--- config.mk ---
export PLATFORM = sky130hd
export DESIGN_NAME = uart_rx_fifo
export DESIGN_NICKNAME = d
export VERILOG_FILES = /design/src/rtl/uart_pkg.sv /design/src/rtl/sync_fifo.sv /design/src/rtl/uart_rx_fifo.sv
export SDC_FILE = /design/constraint.sdc
export NUM_CORES = 1
export LEC_CHECK = 0
export ABC_AREA = 1
export BUFFER_PORTS_ARGS = -buffer_cell sky130_fd_sc_hd__buf_2
export CORE_MARGIN = 2
export CORE_UTILIZATION = 38
export DETAILED_ROUTE_END_ITERATION = 10
export PLACE_DENSITY = 0.62
export SLEW_MARGIN = 10
export SYNTH_ARGS = -nofsm -noshare
export SYNTH_HDL_FRONTEND = slang
export SYNTH_HIERARCHICAL = 1
export SYNTH_SLANG_ARGS = --single-unit
--- constraint.sdc ---
create_clock -name clk -period 7.8 [get_ports clk]
set_input_delay 1.56 -clock clk [delete_from_list [all_inputs] [get_ports clk]]
set_output_delay 1.56 -clock clk [all_outputs]
set_load 0.02 [all_outputs]
--- src/rtl/uart_pkg.sv ---
// Shared encodings and defaults for the UART receive/transmit path.
package uart_pkg;
    localparam int PAR_NONE = 0;
    localparam int PAR_ODD  = 1;
    localparam int PAR_EVEN = 2;

    typedef enum logic [2:0] {
        S_IDLE,
        S_START,
        S_DATA,
        S_PARITY,
        S_STOP
    } rx_state_t;

    // Rounded clocks-per-bit for a given clock and baud rate.
    function automatic int baud_div(input int clk_hz, input int baud);
        return (clk_hz + baud / 2) / baud;
    endfunction

    // 71.4 MHz (14 ns) clock at 115200 baud.
    localparam int DEFAULT_CLK_PER_BIT = baud_div(71_400_000, 115_200);
endpackage

--- src/rtl/sync_fifo.sv ---
// Synchronous first-word-fall-through FIFO; a full FIFO still accepts a push when popped the same cycle.
module sync_fifo #(
    parameter int WIDTH = 8,
    parameter int DEPTH = 16
) (
    input  logic                     clk,
    input  logic                     reset,
    input  logic                     push,
    input  logic [WIDTH-1:0]         wdata,
    input  logic                     pop,
    output logic [WIDTH-1:0]         rdata,
    output logic                     full,
    output logic                     empty,
    output logic [$clog2(DEPTH):0]   count
);
    localparam int AW = $clog2(DEPTH);
    localparam logic [AW:0] FULL_CNT = (AW+1)'(DEPTH);

    logic [WIDTH-1:0] mem [DEPTH];
    logic [AW-1:0]    wr_ptr, rd_ptr;
    logic             do_push, do_pop;

    assign full    = (count == FULL_CNT);
    assign empty   = (count == '0);
    assign do_pop  = pop && !empty;
    assign do_push = push && (!full || do_pop);
    assign rdata   = empty ? '0 : mem[rd_ptr];

    always_ff @(posedge clk) begin
        if (do_push) mem[wr_ptr] <= wdata;
    end

    always_ff @(posedge clk) begin
        if (reset) begin
            wr_ptr <= '0;
            rd_ptr <= '0;
            count  <= '0;
        end else begin
            if (do_push) wr_ptr <= wr_ptr + AW'(1);
            if (do_pop)  rd_ptr <= rd_ptr + AW'(1);
            case ({do_push, do_pop})
                2'b10:   count <= count + (AW+1)'(1);
                2'b01:   count <= count - (AW+1)'(1);
                default: count <= count;
            endcase
        end
    end
endmodule

--- src/rtl/uart_rx_fifo.sv ---
// Parametrised RS-232 receiver with start-glitch rejection, sticky error flags and an output FIFO.
module uart_rx_fifo
    import uart_pkg::*;
#(
    parameter int CLK_PER_BIT = DEFAULT_CLK_PER_BIT,
    parameter int DATA_BITS   = 8,
    parameter int PARITY      = PAR_NONE,
    parameter int STOP_BITS   = 1,
    parameter int FIFO_DEPTH  = 16
) (
    input  logic                          clk,
    input  logic                          reset,
    input  logic                          enable,
    input  logic                          rx,
    input  logic                          err_clr,
    output logic [DATA_BITS-1:0]          data,
    output logic                          valid,
    input  logic                          ready,
    output logic                          changed,
    output logic                          frame_err,
    output logic                          parity_err,
    output logic                          overrun,
    output logic [$clog2(FIFO_DEPTH):0]   count
);
    localparam int CW = $clog2(CLK_PER_BIT);

    rx_state_t            state;
    logic                 rx_meta, rxs, rxs_d;
    logic [CW-1:0]        cnt;
    logic [3:0]           bit_idx;
    logic                 stop_idx;
    logic [DATA_BITS-1:0] shreg;
    logic                 par_bad, frm_bad;

    logic tick, last_stop, frm_final, good, pop_ok, accept;
    logic fifo_full, fifo_empty;

    assign tick      = (cnt == CW'(CLK_PER_BIT - 1));
    assign last_stop = (state == S_STOP) && tick && (stop_idx == 1'(STOP_BITS - 1));
    // The final stop sample is folded in combinationally so the frame resolves on that same cycle.
    assign frm_final = frm_bad | ~rxs;
    assign good      = last_stop && !frm_final && !par_bad;
    assign pop_ok    = valid && ready;
    assign accept    = good && (!fifo_full || pop_ok);
    assign valid     = !fifo_empty;

    always_ff @(posedge clk) begin
        if (reset) begin
            rx_meta    <= 1'b1;
            rxs        <= 1'b1;
            rxs_d      <= 1'b1;
            state      <= S_IDLE;
            cnt        <= '0;
            bit_idx    <= '0;
            stop_idx   <= 1'b0;
            shreg      <= '0;
            par_bad    <= 1'b0;
            frm_bad    <= 1'b0;
            changed    <= 1'b0;
            frame_err  <= 1'b0;
            parity_err <= 1'b0;
            overrun    <= 1'b0;
        end else begin
            rx_meta    <= rx;
            rxs        <= rx_meta;
            rxs_d      <= rxs;
            cnt        <= tick ? '0 : cnt + CW'(1);
            changed    <= accept;
            frame_err  <= (frame_err  & ~err_clr) | (last_stop & frm_final);
            parity_err <= (parity_err & ~err_clr) | (last_stop & par_bad);
            overrun    <= (overrun    & ~err_clr) | (good & ~accept);

            case (state)
                S_IDLE: begin
                    if (enable && rxs_d && !rxs) begin
                        state <= S_START;
                        cnt   <= CW'(CLK_PER_BIT / 2);
                    end
                end
                S_START: begin
                    if (tick) begin
                        if (!rxs) begin
                            state   <= S_DATA;
                            bit_idx <= '0;
                            par_bad <= 1'b0;
                            frm_bad <= 1'b0;
                        end else begin
                            state <= S_IDLE;
                        end
                    end
                end
                S_DATA: begin
                    if (tick) begin
                        shreg   <= {rxs, shreg[DATA_BITS-1:1]};
                        bit_idx <= bit_idx + 4'd1;
                        if (bit_idx == 4'(DATA_BITS - 1)) begin
                            state    <= (PARITY != PAR_NONE) ? S_PARITY : S_STOP;
                            stop_idx <= 1'b0;
                        end
                    end
                end
                S_PARITY: begin
                    if (tick) begin
                        par_bad <= ((^shreg) ^ rxs) != (PARITY == PAR_ODD);
                        state   <= S_STOP;
                    end
                end
                S_STOP: begin
                    if (tick) begin
                        if (!rxs) frm_bad <= 1'b1;
                        if (last_stop) state <= S_IDLE;
                        else           stop_idx <= 1'b1;
                    end
                end
                default: state <= S_IDLE;
            endcase
        end
    end

    sync_fifo #(
        .WIDTH (DATA_BITS),
        .DEPTH (FIFO_DEPTH)
    ) u_fifo (
        .clk   (clk),
        .reset (reset),
        .push  (accept),
        .wdata (shreg),
        .pop   (pop_ok),
        .rdata (data),
        .full  (fifo_full),
        .empty (fifo_empty),
        .count (count)
    );
endmodule

Word-level counts from Yosys, hierarchy flattened
Memory sizes are Yosys's and may differ from the RTL's. A register that Yosys moved wholly into a read port is not among the register bits.
Cells that the tools add are included.
{"block": "totals", "output_inout_bits": 18, "ram_bits": 128, "reg_bits": 48, "n_memories": 1}
{"block": "classes", "n_addsub": 6, "mux": 34, "n_eq_ne": 19, "bitwise_logic": 15, "n_reduce_logical": 31}
{"name": "u_fifo.mem", "depth": 16, "word_bits": 8, "rd": 1, "rd_clocked_by_memory_dff": 1, "write_ports": 1, "line_no": "sync_fifo.sv:19", "text": "logic [WIDTH-1:0] mem [DEPTH];"}
{"operator": "10-bit two-way mux", "n": 3}
{"operator": "3-bit two-way mux", "n": 7}
{"operator": "4-bit two-way mux", "n": 5}
{"operator": "2-bit inequality test (second input constant)", "n": 10}
{"operator": "3-bit case mux with 5 select lines", "n": 1}
{"operator": "4-bit by 1-bit adder with 4-bit output (second input constant)", "n": 3}
{"operator": "1-bit two-way mux", "n": 11}
{"operator": "10-bit by 1-bit adder with 10-bit output (second input constant)", "n": 1}
{"operator": "10-bit equality test (second input constant)", "n": 1}
{"operator": "1-bit logical AND", "n": 10}
{"operator": "5-bit case mux with 2 select lines", "n": 1}
{"operator": "5-bit AND reduction", "n": 2}
{"operator": "2-bit nonzero test", "n": 5}
{"operator": "8-bit two-way mux", "n": 1}
{"operator": "4-bit case mux with 2 select lines", "n": 1}
{"operator": "4-bit AND reduction", "n": 2}
{"operator": "8-bit XOR reduction", "n": 1}
{"operator": "7-bit AND reduction", "n": 1}
{"operator": "1-bit bitwise AND", "n": 6}
{"operator": "3-bit by 2-bit equality test with 1-bit output (second input constant)", "n": 2}
{"operator": "1-bit case mux with 2 select lines", "n": 3}
{"operator": "5-bit by 1-bit adder with 5-bit output (second input constant)", "n": 1}
{"operator": "5-bit equality test (second input constant)", "n": 1}
{"operator": "1-bit logical NOT", "n": 5}
{"operator": "other kinds (14)", "n": 21}

Longest topological paths before layout
{"block": "logic_depth", "ltp_word": 9, "ltp_mapped": 18, "mapped_depth_nobuf": 17}

Cells and area by module
The synthesis kept the hierarchy.
{"mod": "sync_fifo", "n_inst": 1, "cells_each": 552, "area_each_um2": 6148.4, "seq_area_each_um2": 4184.0}
{"mod": "uart_rx_fifo", "n_inst": 1, "cells_each": 258, "area_each_um2": 1776.7, "seq_area_each_um2": 700.7}

Least setup slack after synthesis
Ideal clock, no wire load.
{"block": "synth_path", "path_kind": "input to register", "start": "input ready", "end": "register u_fifo.count[3]", "arrival_ns": 3.412, "path_slack_ns": 4.272, "path_stages": 13, "path_cell_list": "inv_1 -> nor2_1 -> nor2_1 -> nor2_1 -> inv_1 -> nand2_8 -> inv_1 -> ha_1 -> a21oi_1 -> nand2_1 -> xor2_1 -> nor2_1 -> nor2_1"}
{"block": "synth_via", "elab_chain_len": 6, "elab_cells_between_ends": 10}
{"item": "from (decl)", "line_no": "uart_rx_fifo.sv:18", "text": "input logic ready,"}
{"item": "1-bit logical AND (*)", "line_no": "uart_rx_fifo.sv:43", "text": "assign pop_ok = valid && ready;"}
{"item": "via pop_ok", "line_no": "uart_rx_fifo.sv:35", "text": "logic tick, last_stop, frm_final, good, pop_ok, accept;"}
{"item": "1-bit logical OR (*)", "line_no": "uart_rx_fifo.sv:44", "text": "assign accept = good && (!fifo_full || pop_ok);"}
{"item": "1-bit logical AND (*)", "line_no": "uart_rx_fifo.sv:44"}
{"item": "via accept", "line_no": "uart_rx_fifo.sv:35"}
{"item": "1-bit logical AND (*)", "line_no": "sync_fifo.sv:26", "text": "assign do_push = push && (!full || do_pop);"}
{"item": "2-bit by 1-bit equality test with 1-bit output or 2-bit equality test (tied branches)", "line_no": "sync_fifo.sv:41", "text": "case ({do_push, do_pop})"}
{"item": "5-bit case mux with 2 select lines or 2-bit nonzero test (tied branches)"}
{"item": "to (signal assigned)", "line_no": "sync_fifo.sv:42", "text": "2'b10: count <= count + (AW+1)'(1);"}
{"item": "to (signal assigned)", "line_no": "sync_fifo.sv:43", "text": "2'b01: count <= count - (AW+1)'(1);"}
{"item": "to (signal assigned)", "line_no": "sync_fifo.sv:44", "text": "default: count <= count;"}
{"item": "to (decl)", "line_no": "sync_fifo.sv:14", "text": "output logic [$clog2(DEPTH):0] count"}
Mark *: on every way through the listed nets, which the timed path passes. The rest lies on a longest branch.
A chain may end at the register's enable or synchronous reset.

==> flow_summary.yaml <==
setup_path:
  start_kind: "register"
  cpPeakStageDelay_ns: 0.89
  crit_top_cell: "nand2_1"
  endpoint_kind: "primary output"
  cp.required_ns: 6.24
  worstSetupPathType: "register to primary output"
  critPathMaxFanout: 65
  cp_num_buf_inv: 3
  crit_chain: "buf_4, inv_2, nand2_1, nand3_1, nand3_1, nand2_1, nand2_1, a21oi_1, buf_2"
  crit_slowest_cell: "inv_2"
  path_delay_family: "buffers and inverters"
  crit_arrival_ns: 3.01
yosys:
  syn_avg_cell_area_um2: 9.78
  syn_area_mm2: 0.00793
  ys_seq_elements: 180
  synth_top_area_share_pct: 48.5
  synth_cells: 810
  synthTopCellsByArea: "edfxtp_1 49%, dfxtp_1 13%, nand2_1 12%"
  yosys_warnings: 6
  synth.distinct_cells: 40
  ys_seq_area_share_pct: 61.6
  synth_fp_nets: 827
  synth_top_cell_by_area: "edfxtp_1"
placement:
  dp_hpwl_um: 10400
  routabilityCongestion: 0.766
  place_area_mm2: 0.00818
  port_buffers: 23
  place_inst: 1074
sta:
  slew_viol_final: 0
  hold_viol: 0
  rsz0062_at_grt: "false"
  finalCritPeriodShare_pct: 58.6
  worstMarginPinSlew_ns: 1.15
  setup_violations: 0
  maxSlewHeadroom_pct: 23.5
  whs_ns: 0.413
  finalClockSkew_ns: 0.0161
  fmax_ghz: 0.219
  fin_crit_ns: 4.57
  setup_tns_ns: 0
global_routing:
  overflow: 0
  grt_pass1_vias: 5111
  grt.total_usage_pct: 15.7
  grt_pass1_wl_um: 26800
  antenna_found_initial: 0
  grt_max_degree: 66
drt:
  via_per_inst: 4.94
  firstDrtPassIters: 5
  vias: 5469
  routed_wirelength_um: 16700
  drc_errors: 0
  drt_iter0_drc: 441
  wl_per_cell_um: 15.1
  ant_nets: 0
clock_tree:
  cts_made_buffers: 17
  cts_buffer_depth: 2
  htreeDepth: 4
  post_cts.repair.setup_buffers: 0
  tritoncts: "yes"
  path_clk_slew_ns: 0.07
  clk_latency_ns: 0.44
  cts_resized: 0
  clock-root-buffer: "clkbuf_16"
  postCtsHoldBufs: 0
  clock_sinks: 180
die:
  fp.dieW_um: 148
  die_h_um: 148
  start_util_pct: 38.9
  core-area_mm2: 0.0204
  die_area_mm2: 0.0220
  ios: 24
  rows: 52
layout:
  fin_util_pct: 43.1
  nets: 840
  n_antenna_cell: 0
  layout-drive-gt1-share_pct: 12.0
  stdcell_area_mm2: 0.00878
  fin_cells: 1106
  area_growth_syn_to_layout_pct: 10.8
power_and_ir_drop:
  p_per_area_mw_per_mm2: 219
  peakVddDrop_uv: 145
  cellLeakagePower_nw: 3.55
status:
  status: "completed"
flow_run:
  drv_cap: 0
hold_path:
  hold_class: "register to register"
## logic make-up (layout without fill, tap and decap cells)
family,count (synthesis),count (layout),synth area share [%]
AOI/OAI and AO/OA,68,68,4.70
xor gates and xnor gates,9,9,0.995
buffers and inverters,90,116,5.56
adders and majority gates,11,11,1.83
and+or+nand+nor,452,452,25.3
DFF,180,180,61.6
## where the power goes
| group | switching (mW) | internal, mW | total (mW) |
|---|---|---|---|
| sequential | 0.00814 | 1.02 | 1.02 |
| clock | 0.414 | 0.436 | 0.850 |
| combinational | 0.0327 | 0.0198 | 0.0525 |
| total | 0.455 | 1.47 | 1.93 |
## flip-flops by register name, summed over array words and instances, names as in the netlist, 3 cells and up, named ones only
register and cells:
shreg 8, bit_idx 4, u_fifo/mem 128, u_fifo/rd_ptr 4, state 3, cnt 10, u_fifo/wr_ptr 4, u_fifo/count 5
## cell usage after synthesis
| library cell | instances |
|---|---|
| a21oi_1 | 38 |
| a22oi_1 | 1 |
| a31oi_1 | 1 |
| buf_2 | 11 |
| buf_4 | 5 |
| buf_6 | 9 |
| clkbuf_1 | 6 |
| clkinv_1 | 1 |
| dfxtp_1 | 52 |
| edfxtp_1 | 128 |
| fa_1 | 1 |
| ha_1 | 10 |
| inv_1 | 50 |
| inv_2 | 7 |
| inv_4 | 1 |
| nand2_1 | 244 |
| nand2_2 | 9 |
| nand2_4 | 2 |
| nand2_8 | 1 |
| nand3_1 | 116 |
| nand3_2 | 4 |
| nand3b_1 | 1 |
| nand4_1 | 4 |
| nand4_2 | 1 |
| nor2_1 | 53 |
| nor2_2 | 7 |
| nor2_4 | 3 |
| nor3_1 | 2 |
| nor3_2 | 1 |
| nor3b_1 | 1 |
| nor4_1 | 1 |
| o21ai_0 | 17 |
| o21ai_1 | 4 |
| o21ai_2 | 3 |
| o21ai_4 | 1 |
| o22ai_1 | 2 |
| o32ai_1 | 1 |
| or2_2 | 2 |
| xnor2_1 | 3 |
| xor2_1 | 6 |
## layout make-up
cell class                      count  area, µm²
Tap cell                          270        338
Multi-Input combinational cell    540       2600
Sequential cell                   180       4890
Timing Repair Buffer               25        130
Clock buffer                       17        425
Inverter                           59        224
Clock inverter                     15        174
Fill cell                        1970      11600
## routing by layer
layer / global-route usage (%) / vias to the layer above / wire, µm
met1: 21.5 / 2579 / 7960
met4: 4.48 / 0 / 195
li1: - / 2744 / -
met2: 25.6 / 131 / 7770
met5: 0 / - / 0
met3: 3.28 / 15 / 822
## path summary, 6_finish.rpt
| path | from | to | slack, ns | depth (start not counted) |
|---|---|---|---|---|
| worst max-delay path | register | data[4] | 3.23 | 9 |
| worst min-delay path | rx_meta$_SDFF_PP1_ | rxs$_SDFF_PP1_ | 0.41 | 1 |
| worst max register to register | u_fifo/count[4]$_SDFFE_PP0P_ | u_fifo/mem[8][5]$_DFFE_PP_ | 4.43 | 10 |
| worst min register to register | rx_meta$_SDFF_PP1_ | rxs$_SDFF_PP1_ | 0.41 | 1 |
## layout by cell type (no fill, tap or decap), types with 2 or more instances in the layout
cell type	synthesis	layout
a21oi_1	38	38
buf_2	11	23
buf_4	5	2
clkbuf_16	0	17
clkinv_8	0	3
clkinvlp_4	0	2
dfxtp_1	52	51
edfxtp_1	128	128
ha_1	10	10
inv_1	50	50
inv_12	0	2
inv_2	7	7
inv_6	0	5
inv_8	0	3
nand2_1	244	244
nand2_2	9	9
nand2_4	2	2
nand3_1	116	116
nand3_2	4	4
nand4_1	4	4
nor2_1	53	53
nor2_2	7	7
nor2_4	3	3
nor3_1	2	2
o21ai_0	17	17
o21ai_1	4	4
o21ai_2	3	3
o22ai_1	2	2
or2_2	2	2
xnor2_1	3	3
xor2_1	6	6
## through the flow
stage	setup slack, ns	total power [mW]
after floorplan	4.27	1.09
after global placement	3.73	1.10
after detailed placement	3.73	1.10
after CTS	3.27	1.94
after global routing	2.99	2.00
final	3.23	1.93
## worst reg2reg max path, stage by stage, from the launching register on
cell and delay [ns]:
dfxtp_1 0.43, inv_1 0.08, nand3_2 0.10, clkinv_1 0.37, nor2_1 0.48, nor2_1 0.13, nor2_1 0.31, o21ai_4 0.14
inv_2 0.14, nand2_2 0.10, nor2_1 0.72
Note: power is estimated with default switching activity, not from simulation.
